--- config.mk ---
export PLATFORM = sky130hd
export DESIGN_NAME = traffic_phase_scheduler_flat
export DESIGN_NICKNAME = d
export VERILOG_FILES = /design/src/rtl/traffic_phase_scheduler_if.sv /design/src/rtl/traffic_phase_scheduler.sv /design/src/flat_wrapper.sv
export SDC_FILE = /design/constraint.sdc
export NUM_CORES = 1
export LEC_CHECK = 0
export CORE_MARGIN = 2
export CORE_UTILIZATION = 56
export CTS_BUF_LIST = sky130_fd_sc_hd__clkbuf_2
export CTS_CLUSTER_SIZE = 28
export DETAILED_ROUTE_END_ITERATION = 7
export DONT_BUFFER_PORTS = 1
export HOLD_SLACK_MARGIN = 0.1
export PLACE_DENSITY = 0.71
export SYNTH_ARGS = -nofsm -noshare
export SYNTH_HDL_FRONTEND = slang
export SYNTH_SLANG_ARGS = --single-unit
--- constraint.sdc ---
create_clock -name clk -period 6.85 [get_ports clk]
set_clock_uncertainty 0.1 [all_clocks]
set_input_delay 1.0275 -clock clk [delete_from_list [all_inputs] [get_ports clk]]
set_output_delay 1.0275 -clock clk [all_outputs]
set_load 0.02 [all_outputs]
--- src/rtl/traffic_phase_scheduler_if.sv ---
`default_nettype none
// +----------------------------------------------------------------------+
// | Module : traffic_phase_scheduler_if                                  |
// | Brief  : Sensor inputs, grant handshake and phase-completion bundle  |
// |          between the phase scheduler and the light sequencer.        |
// | Rev    : 1.0  initial release                                        |
// +----------------------------------------------------------------------+
interface traffic_phase_scheduler_if #(
  parameter int CW = 11
);
  logic [1:0]    sensor_north;
  logic [1:0]    sensor_east;
  logic [1:0]    sensor_south;
  logic [1:0]    sensor_west;
  logic          grant_ready;
  logic          phase_done;
  logic          grant_valid;
  logic [1:0]    grant_dir;
  logic [CW-1:0] grant_green;
  logic          grant_starved;
  logic          busy;

  // Scheduler side: issues grants, consumes sensors and sequencer feedback
  modport master (
    input  sensor_north, sensor_east, sensor_south, sensor_west,
    input  grant_ready, phase_done,
    output grant_valid, grant_dir, grant_green, grant_starved, busy
  );

  // Sequencer / environment side
  modport slave (
    output sensor_north, sensor_east, sensor_south, sensor_west,
    output grant_ready, phase_done,
    input  grant_valid, grant_dir, grant_green, grant_starved, busy
  );
endinterface
`default_nettype wire

--- src/rtl/traffic_phase_scheduler.sv ---
`default_nettype none
// +----------------------------------------------------------------------+
// | Module : traffic_phase_scheduler                                     |
// | Brief  : Chooses the next green approach (N/E/S/W) from traffic      |
// |          level, starvation age and round-robin order, sizes the      |
// |          green time and offers it over a valid/ready handshake.      |
// | Rev    : 1.0  initial release                                        |
// +----------------------------------------------------------------------+
module traffic_phase_scheduler #(
  parameter int BASE_GREEN = 100,
  parameter int STEP_GREEN = 50,
  parameter int MAX_WAIT   = 1000,
  parameter int CW         = 11
) (
  input  logic                          clk,
  input  logic                          reset,
  traffic_phase_scheduler_if.master     bus
);

  typedef enum logic [1:0] {
    S_DECIDE = 2'd0,
    S_OFFER  = 2'd1,
    S_SERVE  = 2'd2
  } state_t;

  localparam logic [CW-1:0] c_max_wait  = CW'(MAX_WAIT);
  localparam logic [CW-1:0] c_green_max = {CW{1'b1}};

  state_t        r_state;
  logic [1:0]    r_last_dir;
  logic [CW-1:0] r_age [4];
  logic          r_grant_valid;
  logic [1:0]    r_grant_dir;
  logic [CW-1:0] r_grant_green;
  logic          r_grant_starved;
  logic          r_busy;

  logic [1:0]    w_level [4];
  logic [3:0]    w_age_inc;
  logic [1:0]    w_idx;
  logic [1:0]    w_best_dir;
  logic [1:0]    w_best_lvl;
  logic          w_any_starved;
  logic [1:0]    w_starved_dir;
  logic [1:0]    w_sel_dir;
  logic [1:0]    w_sel_level;
  logic [31:0]   w_green_wide;
  logic [CW-1:0] w_green;

  assign w_level[0] = bus.sensor_north;
  assign w_level[1] = bus.sensor_east;
  assign w_level[2] = bus.sensor_south;
  assign w_level[3] = bus.sensor_west;

  // An approach ages while it has traffic, unless it holds the current grant
  genvar gi;
  for (gi = 0; gi < 4; gi++) begin : g_age
    assign w_age_inc[gi] = (w_level[gi] != 2'd0) && (r_age[gi] != c_max_wait) &&
                           !((r_state != S_DECIDE) && (r_grant_dir == 2'(gi)));
  end

  // Walk the approaches in round-robin order: first starved one, and first with the highest level
  always_comb begin
    w_best_dir    = r_last_dir + 2'd1;
    w_best_lvl    = w_level[w_best_dir];
    w_any_starved = 1'b0;
    w_starved_dir = 2'd0;
    w_idx         = 2'd0;
    for (int k = 0; k < 4; k++) begin
      w_idx = r_last_dir + 2'd1 + 2'(k);
      if (w_level[w_idx] > w_best_lvl) begin
        w_best_dir = w_idx;
        w_best_lvl = w_level[w_idx];
      end
      if (!w_any_starved && (r_age[w_idx] == c_max_wait)) begin
        w_any_starved = 1'b1;
        w_starved_dir = w_idx;
      end
    end
  end

  assign w_sel_dir    = w_any_starved ? w_starved_dir : w_best_dir;
  assign w_sel_level  = w_level[w_sel_dir];
  // Computed wide so that large levels saturate instead of wrapping
  assign w_green_wide = 32'(BASE_GREEN) + 32'(w_sel_level) * 32'(STEP_GREEN);
  assign w_green      = (w_green_wide > 32'(c_green_max)) ? c_green_max : w_green_wide[CW-1:0];

  // Phase FSM, registered grant fields and per-approach starvation ages
  always_ff @(posedge clk) begin
    if (reset) begin
      r_state         <= S_DECIDE;
      r_last_dir      <= 2'd3;
      r_grant_valid   <= 1'b0;
      r_grant_dir     <= 2'd0;
      r_grant_green   <= '0;
      r_grant_starved <= 1'b0;
      r_busy          <= 1'b0;
      for (int i = 0; i < 4; i++) begin
        r_age[i] <= '0;
      end
    end else begin
      for (int i = 0; i < 4; i++) begin
        if (w_age_inc[i]) begin
          r_age[i] <= r_age[i] + CW'(1);
        end
      end
      case (r_state)
        S_DECIDE: begin
          r_grant_dir     <= w_sel_dir;
          r_grant_green   <= w_green;
          r_grant_starved <= w_any_starved;
          r_grant_valid   <= 1'b1;
          r_state         <= S_OFFER;
        end
        S_OFFER: begin
          if (r_grant_valid && bus.grant_ready) begin
            r_grant_valid      <= 1'b0;
            r_busy             <= 1'b1;
            r_last_dir         <= r_grant_dir;
            r_age[r_grant_dir] <= '0;
            r_state            <= S_SERVE;
          end
        end
        S_SERVE: begin
          if (bus.phase_done) begin
            r_busy  <= 1'b0;
            r_state <= S_DECIDE;
          end
        end
        default: r_state <= S_DECIDE;
      endcase
    end
  end

  assign bus.grant_valid   = r_grant_valid;
  assign bus.grant_dir     = r_grant_dir;
  assign bus.grant_green   = r_grant_green;
  assign bus.grant_starved = r_grant_starved;
  assign bus.busy          = r_busy;

endmodule
`default_nettype wire

--- src/flat_wrapper.sv ---
// flat-port wrapper written by rule: the top's interface ports become plain ports
module traffic_phase_scheduler_flat 
#(
  parameter int BASE_GREEN = 100,
  parameter int STEP_GREEN = 50,
  parameter int MAX_WAIT   = 1000,
  parameter int CW         = 11
)
  (clk, reset, bus_sensor_north, bus_sensor_east, bus_sensor_south, bus_sensor_west, bus_grant_ready, bus_phase_done, bus_grant_valid, bus_grant_dir, bus_grant_green, bus_grant_starved, bus_busy);
  traffic_phase_scheduler_if #(.CW(CW)) bus_i ();
  input  logic clk;
  input  logic reset;
  input wire logic [$bits(bus_i.sensor_north)-1:0] bus_sensor_north;
  input wire logic [$bits(bus_i.sensor_east)-1:0] bus_sensor_east;
  input wire logic [$bits(bus_i.sensor_south)-1:0] bus_sensor_south;
  input wire logic [$bits(bus_i.sensor_west)-1:0] bus_sensor_west;
  input wire logic [$bits(bus_i.grant_ready)-1:0] bus_grant_ready;
  input wire logic [$bits(bus_i.phase_done)-1:0] bus_phase_done;
  output wire logic [$bits(bus_i.grant_valid)-1:0] bus_grant_valid;
  output wire logic [$bits(bus_i.grant_dir)-1:0] bus_grant_dir;
  output wire logic [$bits(bus_i.grant_green)-1:0] bus_grant_green;
  output wire logic [$bits(bus_i.grant_starved)-1:0] bus_grant_starved;
  output wire logic [$bits(bus_i.busy)-1:0] bus_busy;
  assign bus_i.sensor_north = bus_sensor_north;
  assign bus_i.sensor_east = bus_sensor_east;
  assign bus_i.sensor_south = bus_sensor_south;
  assign bus_i.sensor_west = bus_sensor_west;
  assign bus_i.grant_ready = bus_grant_ready;
  assign bus_i.phase_done = bus_phase_done;
  assign bus_grant_valid = bus_i.grant_valid;
  assign bus_grant_dir = bus_i.grant_dir;
  assign bus_grant_green = bus_i.grant_green;
  assign bus_grant_starved = bus_i.grant_starved;
  assign bus_busy = bus_i.busy;
  traffic_phase_scheduler #(.BASE_GREEN(BASE_GREEN), .STEP_GREEN(STEP_GREEN), .MAX_WAIT(MAX_WAIT), .CW(CW)) u_core (.clk(clk), .reset(reset), .bus(bus_i));
endmodule
==> impl_metrics.json <==
{
  "status": "completed",
  "setup_viol": 0,
  "final_common_cell": "dfxtp_1",
  "fin_setup_tns_ns": 0,
  "ctsResizeCount": 0,
  "cts_setup_buffers": 0,
  "crit_type": "reg -> reg",
  "num_vias": 2857,
  "synth-compound-area-share": 0.138,
  "rsz0062_at_grt": "false",
  "yosysUniqueCellTypes": 60,
  "synth_top_family_by_area": "simple AND/OR/NAND/NOR gates",
  "yosysTopAreaCellShare": 0.342,
  "clk_root_buffer_cell": "clkbuf_2",
  "yosysTopAreaCell": "dfxtp_1",
  "rows": 28,
  "hpwlAfterDp_mm": 5.22,
  "antenna_cells": 0,
  "yosys.area_share.simple": 0.258,
  "cp-endpoint": "u_core.bus.grant_green[8]$_SDFFE_PP0P_",
  "slew_headroom": 0.547,
  "placement.io_buffers": 0,
  "ys_seq_elements": 60,
  "fmax_ghz": 0.174,
  "synth_ff_type": "dfxtp_1",
  "post_drt_wl_per_cell_um": 13.8,
  "worstSkewPairLatency_ns": 0.47,
  "synthMuxAreaShare": 0.0588,
  "power_mw": 0.881,
  "end_kind": "register",
  "start_util": 0.586,
  "layout.nets": 455,
  "async_reset_ff_frac": 0,
  "core_area_sq_mm": 0.00599,
  "max_cap_viol_count": 0,
  "fp.dieH_um": 83.2,
  "holdCritPathClass": "reg -> reg",
  "top_level_ports": 28,
  "drv_slew": 0,
  "ys_seq_area_frac": 0.342,
  "synth_area_leaders": "dfxtp_1, ha_1, nor2_1",
  "grt_pass1_vias": 2587,
  "final_util": 0.612,
  "power_density_mw_per_mm2": 240,
  "htreeDepth": 3,
  "r2r-start": "u_core.r_last_dir[0]$_SDFFE_PP1P_",
  "syn_to_final_growth_pct": 4.46,
  "overflow": 0,
  "cts-buffers-inserted": 9,
  "grt_pass1_wl_mm": 11.8,
  "synth_edf_count": 0,
  "peakVddDrop_v": 0.000132,
  "cp-startpoint": "u_core.r_last_dir[0]$_SDFFE_PP1P_",
  "cp.arrival_ns": 6.08,
  "clkTransAtPathRegs_ns": 0.18,
  "grt_max_degree": 18,
  "syn-cell-area_sq_mm": 0.00351,
  "nFillCells": 530,
  "cts_tree": "built",
  "yosys.area_share.adder": 0.0713,
  "synth_cells": 424,
  "syn_avg_cell_area_sq_um": 8.27,
  "rr_worst_depth": 23,
  "vias_per_cell": 5.68,
  "antenna_found_initial": 0,
  "period_share": 0.840,
  "required_ns": 7.18,
  "leakage_nw": 1.50,
  "reg2reg_slack_ns": 1.10,
  "r2r-end": "u_core.bus.grant_green[8]$_SDFFE_PP0P_",
  "start_kind": "register",
  "place_inst": 487,
  "pre_cts_ws_ns": 0.965,
  "period_minus_slack_ns": 5.75,
  "antenna_left": 0,
  "drive_gt1_frac": 0.0818,
  "tightest_slew_ns": 0.679,
  "cts.path.max_buffers": 2,
  "final_cells": 503,
  "die-area_sq_mm": 0.00691,
  "setup_slack_ns": 1.10,
  "cts.hold.buffers_added": 0,
  "drtIter0Drc": 109,
  "drt-total-wl_mm": 6.96,
  "synth_xor_area_frac": 0.0799,
  "path_max_fanout": 17,
  "hold_viol": 0,
  "gp_congestion": 0.895,
  "dr.pass1.iters": 4,
  "die_x_um": 83.2,
  "clock_sinks": 60,
  "ys_warn_count": 0,
  "track_usage": 0.212,
  "mostFrequentLayoutCells": "dfxtp_1, nor2_1, nand2_1, xor2_1",
  "drc_errors": 0
}
-- sequential cells by signal, indices dropped and copies added, names as in the netlist --
register	count
u_core.bus.grant_valid	1
u_core.bus.busy	1
u_core.bus.grant_green	7
u_core.bus.grant_dir	2
u_core.r_age	44
u_core.r_last_dir	2
u_core.r_state	2
u_core.bus.grant_starved	1
-- power breakdown --
part | internal, mW | switching (mW) | total, mW
clock network | 0.0856 | 0.135 | 0.220
registers | 0.376 | 0.0540 | 0.430
logic | 0.104 | 0.127 | 0.230
total | 0.565 | 0.316 | 0.881
-- synthesized netlist by cell type, drive strengths merged, types with 2 or more instances --
| master | count |
|---|---|
| nor2 | 55 |
| nor2b | 2 |
| and2 | 3 |
| o21ai | 21 |
| o211ai | 3 |
| nor4 | 4 |
| a211oi | 6 |
| nand3 | 15 |
| and4b | 2 |
| inv | 21 |
| mux2 | 5 |
| a221oi | 2 |
| clkbuf | 12 |
| and4 | 3 |
| mux2i | 15 |
| nand2 | 41 |
| buf | 7 |
| or2 | 2 |
| o31ai | 2 |
| nand4 | 15 |
| nand2b | 5 |
| a21oi | 21 |
| o221a | 2 |
| nor3 | 8 |
| or3 | 9 |
| xor2 | 22 |
| and3 | 6 |
| o21bai | 3 |
| nand3b | 3 |
| xnor2 | 10 |
| dfxtp | 60 |
| ha | 20 |
-- final cells by class --
class | instances | area, sq um | area share
multi-input combinational | 326 | 2140 | 0.584
clock buffer | 10 | 50.0 | 0.0137
tap | 75 | 93.8 | 0.0256
inverter | 21 | 78.8 | 0.0215
timing repair buffer | 5 | 37.5 | 0.0102
sequential | 60 | 1200 | 0.328
clock inverter | 6 | 63.8 | 0.0174
-- per-layer routing --
layer	track usage	vias up	routed length, um
li1	-	1482	-
met1	0.275	1321	3370
met2	0.326	48	3170
met3	0.0755	6	336
met4	0.0760	0	82
met5	0	-	0
-- how the worst min path moves through the flow --
stage                                                from                                      to  slack (ns)  depth (start not counted)
final                     u_core.r_age[2][9]$_SDFFE_PP0P_         u_core.r_age[2][9]$_SDFFE_PP0P_        0.41                          2
after detailed placement  u_core.r_age[2][9]$_SDFFE_PP0P_         u_core.r_age[2][9]$_SDFFE_PP0P_        0.39                          2
after CTS                 u_core.r_age[2][9]$_SDFFE_PP0P_         u_core.r_age[2][9]$_SDFFE_PP0P_        0.41                          2
after global placement    u_core.r_age[2][9]$_SDFFE_PP0P_         u_core.r_age[2][9]$_SDFFE_PP0P_        0.37                          2
after global routing                                reset  u_core.bus.grant_green[2]$_SDFFE_PP0P_        0.37                          1
after floorplan           u_core.r_age[2][9]$_SDFFE_PP0P_         u_core.r_age[2][9]$_SDFFE_PP0P_        0.35                          2
-- worst max-delay path, cell delays in order (launching register included) --
cell       delay (ns)
dfxtp_1          0.79
mux2_2           0.42
o21ai_0          0.29
ha_1             0.34
nand2_1          0.07
o21ai_0          0.08
o211ai_1         0.22
inv_1            0.07
ha_1             0.17
o21bai_1         0.21
and2_1           0.20
mux2i_1          0.20
ha_1             0.16
nor2b_1          0.04
a2bb2oi_1        0.14
or4_1            0.52
and3_1           0.21
a211oi_4         0.34
mux2i_1          0.41
inv_1            0.11
ha_1             0.30
nand2b_1         0.07
nand3_1          0.07
a21oi_1          0.13
-- stage by stage --
step / hold WS [ns] / cell area [sq um]
after floorplan: 0.354 / 3520
after global placement: 0.369 / 3550
after detailed placement: 0.388 / 3550
after CTS: 0.410 / 3660
after global routing: 0.372 / 3660
final: 0.407 / 3660
-- logic make-up (layout without fill, tap and decap cells) --
family / Yosys count / count (layout)
other cells: 1 / 3
fa+ha+maj: 20 / 20
flops: 60 / 60
mux: 20 / 20
buf+inv: 40 / 42
simple gates: 179 / 179
compound gates: 72 / 72
xor+xnor: 32 / 32
No activity file was read; power rests on OpenSTA's default activity.
